File: src/rtl/vin_frequency_pkg.sv
// Measurement width shared with the host register map.
package vin_frequency_pkg;
    localparam int MEAS_W = 32;
endpackage

File: src/rtl/vin_sync_edge.sv
// Two-flop synchronizer plus registered rising-edge detect.
// SIGNAL rise to rise pulse takes 3 clk cycles; no backpressure.
module vin_sync_edge (
    input  logic clk,
    input  logic reset,
    input  logic sig_in,
    output logic rise
);
    logic s1;
    logic s2;
    logic s3;

    always_ff @(posedge clk) begin
        if (reset) begin
            s1   <= 1'b0;
            s2   <= 1'b0;
            s3   <= 1'b0;
            rise <= 1'b0;
        end else begin
            s1   <= sig_in;
            s2   <= s1;
            s3   <= s2;
            rise <= s2 & ~s3;
        end
    end
endmodule

File: src/rtl/vin_frequency.sv
// Input frequency/period meter: gated edge count in Hz plus per-edge period in clk cycles.
// Results are registered one cycle after the gate end or edge; no backpressure.
module vin_frequency
    import vin_frequency_pkg::*;
#(
    parameter int CLK_FREQ = 100000000,
    parameter int GATE_DIV = 10,
    parameter int TIMEOUT  = 100000000
) (
    input  logic                     clk,
    input  logic                     reset,
    input  logic                     SIGNAL,
    input  logic                     disabled,
    output logic signed [MEAS_W-1:0] frequency,
    output logic        [MEAS_W-1:0] period,
    output logic                     valid,
    output logic                     timeout
);
    localparam int GATE_LEN = CLK_FREQ / GATE_DIV;
    localparam int GATE_W   = $clog2(GATE_LEN);
    localparam int PER_W    = $clog2(TIMEOUT + 1);

    localparam logic [GATE_W-1:0] GATE_LAST = GATE_W'(GATE_LEN - 1);
    localparam logic [PER_W-1:0]  PER_MAX   = PER_W'(TIMEOUT);
    localparam logic [PER_W-1:0]  PER_LAST  = PER_W'(TIMEOUT - 1);
    localparam logic [31:0]       GATE_MULT = 32'(GATE_DIV);
    localparam logic [63:0]       FREQ_MAX  = 64'h0000_0000_7FFF_FFFF;

    typedef enum logic {IDLE, ARMED} per_state_t;

    per_state_t        state;
    logic              clear;
    logic              rise;
    logic              armed;
    logic [GATE_W-1:0] gate_cnt;
    logic [MEAS_W-1:0] edge_cnt;
    logic [PER_W-1:0]  period_cnt;
    logic [MEAS_W:0]   edge_sum;
    logic [63:0]       scaled;
    logic [MEAS_W-1:0] freq_next;

    assign clear = reset | disabled;
    assign armed = (state == ARMED);

    vin_sync_edge u_sync (
        .clk    (clk),
        .reset  (clear),
        .sig_in (SIGNAL),
        .rise   (rise)
    );

    // An edge landing on the gate-end cycle still belongs to the closing gate.
    always_comb begin
        edge_sum  = {1'b0, edge_cnt} + (MEAS_W + 1)'(rise);
        scaled    = 64'(edge_sum) * 64'(GATE_MULT);
        freq_next = (scaled > FREQ_MAX) ? FREQ_MAX[MEAS_W-1:0] : scaled[MEAS_W-1:0];
    end

    always_ff @(posedge clk) begin
        if (clear) begin
            gate_cnt   <= '0;
            edge_cnt   <= '0;
            period_cnt <= '0;
            state      <= IDLE;
            frequency  <= '0;
            period     <= '0;
            valid      <= 1'b0;
            timeout    <= 1'b0;
        end else begin
            valid <= 1'b0;
            if (gate_cnt == GATE_LAST) begin
                gate_cnt  <= '0;
                edge_cnt  <= '0;
                frequency <= freq_next;
                valid     <= 1'b1;
            end else begin
                gate_cnt <= gate_cnt + GATE_W'(1);
                if (rise && !(&edge_cnt))
                    edge_cnt <= edge_cnt + MEAS_W'(1);
            end

            if (rise) begin
                period_cnt <= '0;
                timeout    <= 1'b0;
                state      <= ARMED;
                if (armed)
                    period <= MEAS_W'(period_cnt) + MEAS_W'(1);
            end else begin
                if (period_cnt != PER_MAX)
                    period_cnt <= period_cnt + PER_W'(1);
                if (period_cnt == PER_LAST) begin
                    timeout <= 1'b1;
                    period  <= '0;
                    state   <= IDLE;
                end
            end
        end
    end
endmodule

File: config.mk
export PLATFORM = sky130hd
export DESIGN_NAME = vin_frequency
export DESIGN_NICKNAME = d
export VERILOG_FILES = /design/src/rtl/vin_frequency_pkg.sv /design/src/rtl/vin_sync_edge.sv /design/src/rtl/vin_frequency.sv
export SDC_FILE = /design/constraint.sdc
export NUM_CORES = 1
export LEC_CHECK = 0
export CAP_MARGIN = 20
export CORE_AREA = 4 4 129 119
export CTS_CLUSTER_SIZE = 40
export DETAILED_ROUTE_END_ITERATION = 7
export DIE_AREA = 0 0 133 123
export DONT_BUFFER_PORTS = 1
export GPL_ROUTABILITY_DRIVEN = 0
export PLACE_DENSITY = 0.75
export SLEW_MARGIN = 30
export SYNTH_ARGS = -nofsm -noshare
export SYNTH_HDL_FRONTEND = slang
export SYNTH_HIERARCHICAL = 1
export SYNTH_SLANG_ARGS = --single-unit
File: constraint.sdc
create_clock -name clk -period 13.8 [get_ports clk]
set_clock_uncertainty 0.05 [all_clocks]
set_input_delay 2.76 -clock clk [delete_from_list [all_inputs] [get_ports clk]]
set_output_delay 2.76 -clock clk [all_outputs]
set_load 0.01 [all_outputs]
After elaboration in Yosys (flattened, before gate mapping)
Index checks and enable logic that the tools add are counted.
- flip-flop bits (word level): 154
- input bits: 4
- output and inout port bits: 66
- word-level logic and storage cells: 40
- add/subtract/negate cells: 5
- multipliers: 1
- magnitude comparators: 1
- eq/ne operators: 4
- multiplexer cells: 7
- bitwise operators: 3
- reduce and logical (&&, ||, !) cells: 7
- operators with widths (cell ; count):
    2-to-1 mux 32 bit ; 4
    > comparator 37 x 31 -> 1 bit (second input constant) ; 1
    multiplier 33 x 3 -> 36 bit (second input constant) ; 1
    adder 32 x 1 -> 33 bit ; 1
    adder 32 x 1 -> 32 bit (second input constant) ; 1
    AND reduction 32 bit ; 1
    adder 27 x 1 -> 28 bit (second input constant) ; 1
    adder 27 x 1 -> 27 bit (second input constant) ; 1
    equality test 27 bit (second input constant) ; 1
    != test 27 bit (second input constant) ; 1
    adder 24 x 1 -> 24 bit (second input constant) ; 1
    equality test 24 bit (second input constant) ; 1
    OR reduction 2 bit ; 2
    2-to-1 mux 1 bit ; 3
    != test 2 bit (second input constant) ; 1
    AND reduction 2 bit ; 1
    nonzero test 2 bit ; 1
    bitwise AND 1 bit ; 1
    logical AND 1 bit ; 1
    zero test 1 bit ; 1
    inverter 1 bit ; 1
    bitwise OR 1 bit ; 1

Logic depth before layout (Yosys ltp)
Gate-level depths: netlist of run 1.
- depth in word-level cells: 4
- depth in mapped cells: 20
- depth with buffers taken out: 18

By module
The synthesis of run 1 kept the hierarchy.
- modules (own cells, without submodules) (module ; times used ; cells each ; area an instance (um2) ; sequential area each (um2)):
    vin_frequency ; 1 ; 1036 ; 8704.6 ; 2922.8
    vin_sync_edge ; 1 ; 8 ; 111.4 ; 80.1

Least setup slack after synthesis of run 1
Ideal clock, no wire load.
- path type: flip-flop to flip-flop
- from: register edge_cnt[4]
- to: register frequency[11]
- setup time: 0.115 ns
- arrival time: 4.215 ns
- required time: 13.635 ns
- setup slack: 9.420 ns
- stages on the path, launching flop included: 20
- path buffers: 3
- clock period less this slack: 4.380 ns
- path through: dfxtp_1 clkbuf_1 nand4_1 nor2_1 nand3_1 nor3_1 nand2_1 xnor2_1 ha_1 ha_1 buf_2 nand4_1 or2_1 a2111o_1 a211oi_1 o21ai_0 a211oi_2 nand4_4 buf_6 o21ba_1
- word-level cells in the longest chain between the ends: 4
- ends and longest elaborated chain (item ; line ; RTL):
    from (decl) ; vin_frequency.sv:36 ; logic [MEAS_W-1:0] edge_cnt;
    from (signal assigned) ; vin_frequency.sv:79 ; edge_cnt <= edge_cnt + MEAS_W'(1);
    adder 32 x 1 -> 33 bit (*) ; vin_frequency.sv:54 ; edge_sum = {1'b0, edge_cnt} + (MEAS_W + 1)'(rise);
    multiplier 33 x 3 -> 36 bit (*) ; vin_frequency.sv:55 ; scaled = 64'(edge_sum) * 64'(GATE_MULT);
    > comparator 37 x 31 -> 1 bit ; vin_frequency.sv:56 ; freq_next = (scaled > FREQ_MAX) ? FREQ_MAX[MEAS_W-1:0] : scaled[MEAS_W-1:0];
    2-to-1 mux 32 bit (*) ; vin_frequency.sv:56 ;
    to (signal assigned) ; vin_frequency.sv:74 ; frequency <= freq_next;
    to (decl) ; vin_frequency.sv:14 ; output logic signed [MEAS_W-1:0] frequency,
Mark *: on every way between the ends. The rest lies on a longest branch, timed or not.
A chain may end at the register's enable or synchronous reset.

Final worst setup path of run 1
- from: register edge_cnt[6]
- to: register frequency[1]
- word-level cells in the longest chain between the ends: 4
- ends and longest elaborated chain (item ; line):
    adder 32 x 1 -> 33 bit ; vin_frequency.sv:54
    multiplier 33 x 3 -> 36 bit ; vin_frequency.sv:55
    > comparator 37 x 31 -> 1 bit ; vin_frequency.sv:56
    2-to-1 mux 32 bit ; vin_frequency.sv:56
Every way passes these cells.

==> flow_summary.toml, run 1 <==
[run_status]
outcome = "finished, final reports clean"

[setup_path]
cp_data_arrival_time_ns = 5.62
crit_path_cell_trace = "nand4_1 -> nor2_1 -> nand3_1 -> nor3_1 -> nand2_1 -> xnor2_1 -> ha_1 -> ha_1 -> nand4_1 -> or2_1 -> a2111o_1 -> a211oi_1 -> o21ai_0 -> a211oi_2 -> nand4_4 -> o21ba_1"
critical_path.endpoint_type = "flip-flop"
setup_cp_type = "reg2reg"
crit_fanout = 31
max_stage_delay_ns = 0.47
reg2reg_setup_slack_ns = 8.44
critPathRequiredTime_ns = 14.06
timing.rr.end = "frequency[1]$_SDFFE_PP0P_"
regToRegStartpoint = "edge_cnt[6]$_SDFFE_PP0P_"
launching_element_type_of_the_critical_path = "flip-flop"
worst_setup_path_startpoint = "edge_cnt[6]$_SDFFE_PP0P_"
worst_r2r_path_depth = 16
crit_path_end = "frequency[1]$_SDFFE_PP0P_"
critical_path.slowest_cell = "sky130_fd_sc_hd__dfxtp_1"

[layout]
final_cell_count_no_fill = 1220
final_instance_area_um2 = 9460
final_util = 0.680
nNetsFinal = 1086
layout_cells_sized_above_1 = 0.0594
area_delta_synth_final_pct = 7.27
number_of_antenna_repair_diodes = 0

[cts]
tritoncts_num_sinks = 150
cts_setup_buffers = 0
maximum_buffer_depth_of_the_clock_tree = 2
root_buffer = "sky130_fd_sc_hd__clkbuf_16"
cts_buffers = 17
clock_tree.htree_level_count = 4
clk_transition_reported_paths_ns = 0.06
clock_latency_ns = 0.43
cts-hold-fix-buffers = 0
tritoncts = "done"
cts_repair_resize_count = 0

[yosys]
synth_enable_flop_cells = 0
post_synth_most_frequent_cells = "166 x sky130_fd_sc_hd__nor2_1, 150 x sky130_fd_sc_hd__dfxtp_1, 70 x sky130_fd_sc_hd__nand2_1"
ys_top_cells_by_area = "sky130_fd_sc_hd__dfxtp_1 34%, sky130_fd_sc_hd__ha_1 9.4%, sky130_fd_sc_hd__nor2_1 7.1%"
synthesis.area_per_instance_um2 = 8.44
synth_area_um2 = 8820
biggest_area_consumer_among_synthesized_cells = "sky130_fd_sc_hd__dfxtp_1"
synthDistinctLibCells = 69
async_flop_share = 0
yosys_most_used_dff = "sky130_fd_sc_hd__dfxtp_1"
ys.warnings.count = 6
synthDominantCellAreaShare = 0.341
flops_latches_synth = 150
post-synth-top-count-cell = "sky130_fd_sc_hd__nor2_1"
synth_sequential_area_ratio = 0.341
number_of_cells_produced_by_synthesis = 1044

[detailed_routing]
wl_per_cell_um = 15.9
via_per_inst = 5.86
drt_pre_antenna_iters = 5
finalWirelength_um = 19400
route.antenna.remaining_nets = 0
post-route-drc-count = 0
drtIter0Drc = 780
dr_total_vias = 7146

[power_and_ir_drop]
sequentialPowerShare = 0.472
combPwrFrac = 0.012
peakVddDrop_mv = 0.0848
power_report.internal_total_mw = 0.729
total_power_mw = 0.920
p_leak_nw = 3.74
pwr-share-clk = 0.517
power.net_switching_mw = 0.191
switching_share_of_power = 0.208
powerDensity_nw_per_um2 = 97.3

[floorplan]
pin_count = 70
floorplan.core_area_um2 = 13900
overall_die_area_um2 = 16400
core_rows = 41
height_of_the_die_um = 123
horizontal_die_dimension_um = 133
floorplan.initialDensity = 0.634

[timing]
timing.final.hold_violations = 0
clock.fmax_mhz = 187
setup_total_negative_slack_ns = 0
relSlewSlack = 0.538
final_max_slew_viol_count = 0
number_of_failing_setup_endpoints_in_the_final_timing_report = 0
min_period_ns = 5.36
layout_worst_path_cycle_share = 0.388
setup_repair_after_global_routing_missed_its_margin = "false"
least_margin_pin_slew_ns = 0.686

[placement]
hpwl_um = 14000
placement.io_buffers = 0
dpl_cell_area_um2 = 8850
placed_cells_incl_taps = 1189

[min_path]
hp-class = "reg2reg"
holdPathStages = 1

[grt]
vias_in_the_first_global_route = 6461
overflow = 0
grt_usage = 0.242
initial_antenna_violation_count = 0
wire_length_of_the_first_global_routing_pass_um = 32500
pin_count_of_the_biggest_net_entering_global_routing = 56

[job]
drv_cap = 0
[routing by layer]
layer | global-route usage | routed length (um) | vias up
li1 | - | - | 3580
met1 | 0.361 | 9770 | 3300
met2 | 0.345 | 8040 | 243
met3 | 0.0610 | 1370 | 23
met4 | 0.0721 | 255 | 0
met5 | 0 | 0 | -
[placed cells by master, fill, tap and decap left out, drive strengths merged, types with 4 or more instances in the layout]
master  count
conb        4
ha         66
a21oi      57
o21ba      31
nor4       12
and3       12
clkbuf     20
or3        11
a21o       13
dfxtp     150
a211oi      9
nor4b       5
nand4      35
and4        7
o21ai      53
and2        7
nand3      43
xor2       70
inv        18
nand2      70
clkinv      5
xnor2      61
nand2b      5
or2         7
nor3       22
a22oi      10
nor2b      15
nor2      167
[how the worst min path moves through the flow]
stage / from / to / slack [ns]
2_1_floorplan: u_sync/s3$_SDFF_PP0_ / u_sync/rise$_SDFF_PP0_ / 0.34
3_3_place_gp: u_sync/s3$_SDFF_PP0_ / u_sync/rise$_SDFF_PP0_ / 0.34
3_5_place_dp: u_sync/s3$_SDFF_PP0_ / u_sync/rise$_SDFF_PP0_ / 0.35
4_1_cts: u_sync/s3$_SDFF_PP0_ / u_sync/rise$_SDFF_PP0_ / 0.36
5_1_grt: u_sync/s3$_SDFF_PP0_ / u_sync/rise$_SDFF_PP0_ / 0.37
6_report: u_sync/s3$_SDFF_PP0_ / u_sync/rise$_SDFF_PP0_ / 0.36
[power groups by stage]
stage          sequential [mW]  combinational [mW]  clock, mW
5_1_grt                  0.434              0.0120      0.498
4_1_cts                  0.434              0.0108      0.483
2_1_floorplan            0.444             0.00888          0
6_report                 0.434              0.0107      0.475
3_5_place_dp             0.444              0.0107          0
3_3_place_gp             0.444              0.0104          0
[cell families (layout without fill, tap and decap cells)]
family / after synthesis / in the layout / synth area share
AOI/OAI and AO/OA: 196 / 196 / 0.155
DFF: 150 / 150 / 0.341
buffers and inverters: 70 / 50 / 0.0365
other: 1 / 4 / 0.000425
xor gates and xnor gates: 131 / 131 / 0.131
adders and majority gates: 67 / 67 / 0.0959
and+or+nand+nor: 426 / 426 / 0.238
muxes: 3 / 3 / 0.00341
[cell type report]
class	instances	area (um2)
Clock buffer	20	457
Fill cell	1137	4450
Sequential cell	150	3000
Multi-Input combinational cell	827	5530
Tap cell	193	241
Clock inverter	11	148
Timing Repair Buffer	3	22.5
Inverter	16	60.1
[stage by stage]
stage               hold slack (ns)  worst slack [ns]
floorplan                     0.340              9.42
global placement              0.341              8.58
detailed placement            0.346              8.54
CTS                           0.360              8.51
global route                  0.365              7.97
finish                        0.359              8.44
[state kept, by name (all words and copies together) (netlist names)]
signal,cells
armed,1
edge_cnt,32
frequency,32
gate_cnt,24
period,28
period_cnt,27
timeout,1
u_sync/rise,1
u_sync/s1,1
u_sync/s2,1
u_sync/s3,1
valid,1
[worst max-delay path: cells and delay by family, from the launching register on]
family,cells,cell delay [ns]
compound gates,5,1.51
fa+ha+maj,2,0.75
simple gates,8,2.16
xor+xnor,1,0.30
flops,1,0.47
(Power assumes the default switching activity.)
==> inputs of run 2 (changes only) <==
clock period = 5.3 ns   (was 13.8 ns; I/O delays follow)
==> flow_summary.toml, run 2 (synthesized netlist as in run 1, its figures left out) <==
[layout]
nNetsFinal = 1091
final_util = 0.685
filler_cell_count = 1129
final_cell_count_no_fill = 1226
final_common_cell = "sky130_fd_sc_hd__nor2_1"
number_of_antenna_repair_diodes = 0
area_delta_synth_final_pct = 7.98
layout_cells_sized_above_1 = 0.0658
largest_registers = "edge_cnt (32), frequency (32), period (28)"
layout_common_cells = "164 x sky130_fd_sc_hd__nor2_1, 150 x sky130_fd_sc_hd__dfxtp_1, 70 x sky130_fd_sc_hd__nand2_1"
final_instance_area_um2 = 9520

[setup_path]
critical-path-top-cell-by-count = "sky130_fd_sc_hd__a21o_1"
critical_path.slowest_cell = "sky130_fd_sc_hd__dfxtp_1"
setup_cp_type = "reg2reg"
cp_data_arrival_time_ns = 5.23
crit_fanout = 30
max_stage_delay_ns = 0.48
critical_path.endpoint_type = "flip-flop"
crit_path_cell_trace = "and4_1 -> nand3_1 -> nor2_1 -> nand3_1 -> nor4_1 -> buf_4 -> xor2_1 -> ha_1 -> ha_1 -> a21o_1 -> a21o_1 -> a21o_1 -> a21oi_1 -> o211ai_1 -> or3_1 -> a211oi_2 -> nand4_4 -> buf_4 -> o21ba_1"
critPathRequiredTime_ns = 5.56
launching_element_type_of_the_critical_path = "flip-flop"

[detailed_routing]
dr_total_vias = 7167
drt_pre_antenna_iters = 7
finalWirelength_um = 19900
drtIter0Drc = 856
route.antenna.remaining_nets = 0
wl_per_cell_um = 16.3
via_per_inst = 5.85
post-route-drc-count = 0

[cts]
cts_buffers = 17
cts-hold-fix-buffers = 0
clock_latency_ns = 0.43
maximum_buffer_depth_of_the_clock_tree = 2
clock_tree.htree_level_count = 4
tritoncts = "done"
root_buffer = "sky130_fd_sc_hd__clkbuf_16"
tritoncts_num_sinks = 150
clk_transition_reported_paths_ns = 0.06

[timing]
post-route-worst-setup-slack_ns = 0.337
setup_repair_after_global_routing_missed_its_margin = "false"
clock.fmax_mhz = 201
min_period_ns = 4.96
layout_worst_path_cycle_share = 0.936
least_margin_pin_slew_ns = 0.748
relSlewSlack = 0.499
hold-worst-slack_ns = 0.353
setup_total_negative_slack_ns = 0
timing.final.hold_violations = 0
final_max_slew_viol_count = 0
number_of_failing_setup_endpoints_in_the_final_timing_report = 0

[grt]
overflow = 0
grt_usage = 0.248
wire_length_of_the_first_global_routing_pass_um = 33300
pin_count_of_the_biggest_net_entering_global_routing = 56
initial_antenna_violation_count = 0
vias_in_the_first_global_route = 6595

[job]
drv_cap = 0

[run_status]
outcome = "finished, final reports clean"

[placement]
placed_cells_incl_taps = 1194
dpl_cell_area_um2 = 8890
post-place-ws_ns = 0.391
placement.io_buffers = 0
hpwl_um = 14500

[power_and_ir_drop]
p_leak_nw = 3.76
powerDensity_nw_per_um2 = 257
peakVddDrop_mv = 0.257
total_power_mw = 2.44

[floorplan]
overall_die_area_um2 = 16400
horizontal_die_dimension_um = 133
floorplan.initialDensity = 0.634
core_rows = 41
height_of_the_die_um = 123
floorplan.core_area_um2 = 13900
pin_count = 70

[min_path]
hp-class = "reg2reg"
==> run 2: cell type report <==
class,count,area (um2),share of cell area
multi-input cells,827,5530,0.581
flip-flops and latches,150,3000,0.315
clock buffers,20,457,0.0480
well taps,193,241,0.0254
clock inverters,12,168,0.0176
repair buffers,8,60.1,0.00631
inverters,16,60.1,0.00631
==> run 2: repair_timing <==
item                       4_1_cts  5_1_grt
gates resized for setup          0        1
setup endpoints to repair        0       30
buffers inserted                 0        0
==> run 2: worst paths after layout <==
check,slack [ns],to,cells after the start,start
setup reg to reg,0.34,frequency[16]$_SDFFE_PP0P_,19,edge_cnt[16]$_SDFFE_PP0P_
setup / recovery,0.34,frequency[16]$_SDFFE_PP0P_,19,edge_cnt[16]$_SDFFE_PP0P_
hold reg to reg,0.35,u_sync/rise$_SDFF_PP0_,1,u_sync/s3$_SDFF_PP0_
hold / removal,0.35,u_sync/rise$_SDFF_PP0_,1,u_sync/s3$_SDFF_PP0_
==> run 2: worst max-delay path, delay by kind of cell, from the launching register on <==
family,cells,cell delay [ns]
AND/OR/NAND/NOR,7,1.60
AO/OA/AOI/OAI,7,1.37
adder cells (fa/ha/maj),2,0.66
flip-flops,1,0.48
buffers and inverters,2,0.46
XOR/XNOR,1,0.21
==> run 2: power breakdown <==
group	total, mW	internal, mW	switching, mW
clock network	1.28	0.776	0.509
registers	1.13	1.13	0.00147
logic	0.0279	0.00576	0.0221
total	2.44	1.91	0.532
==> run 2: metal layers <==
| metal | vias to the layer above | wire, um | GRT usage | share of wire |
|---|---|---|---|---|
| li1 | 3588 | - | - | - |
| met1 | 3277 | 9990 | 0.365 | 0.50 |
| met2 | 271 | 8010 | 0.348 | 0.40 |
| met3 | 31 | 1590 | 0.0745 | 0.080 |
| met4 | 0 | 337 | 0.0760 | 0.017 |
| met5 | - | 0 | 0 | 0 |
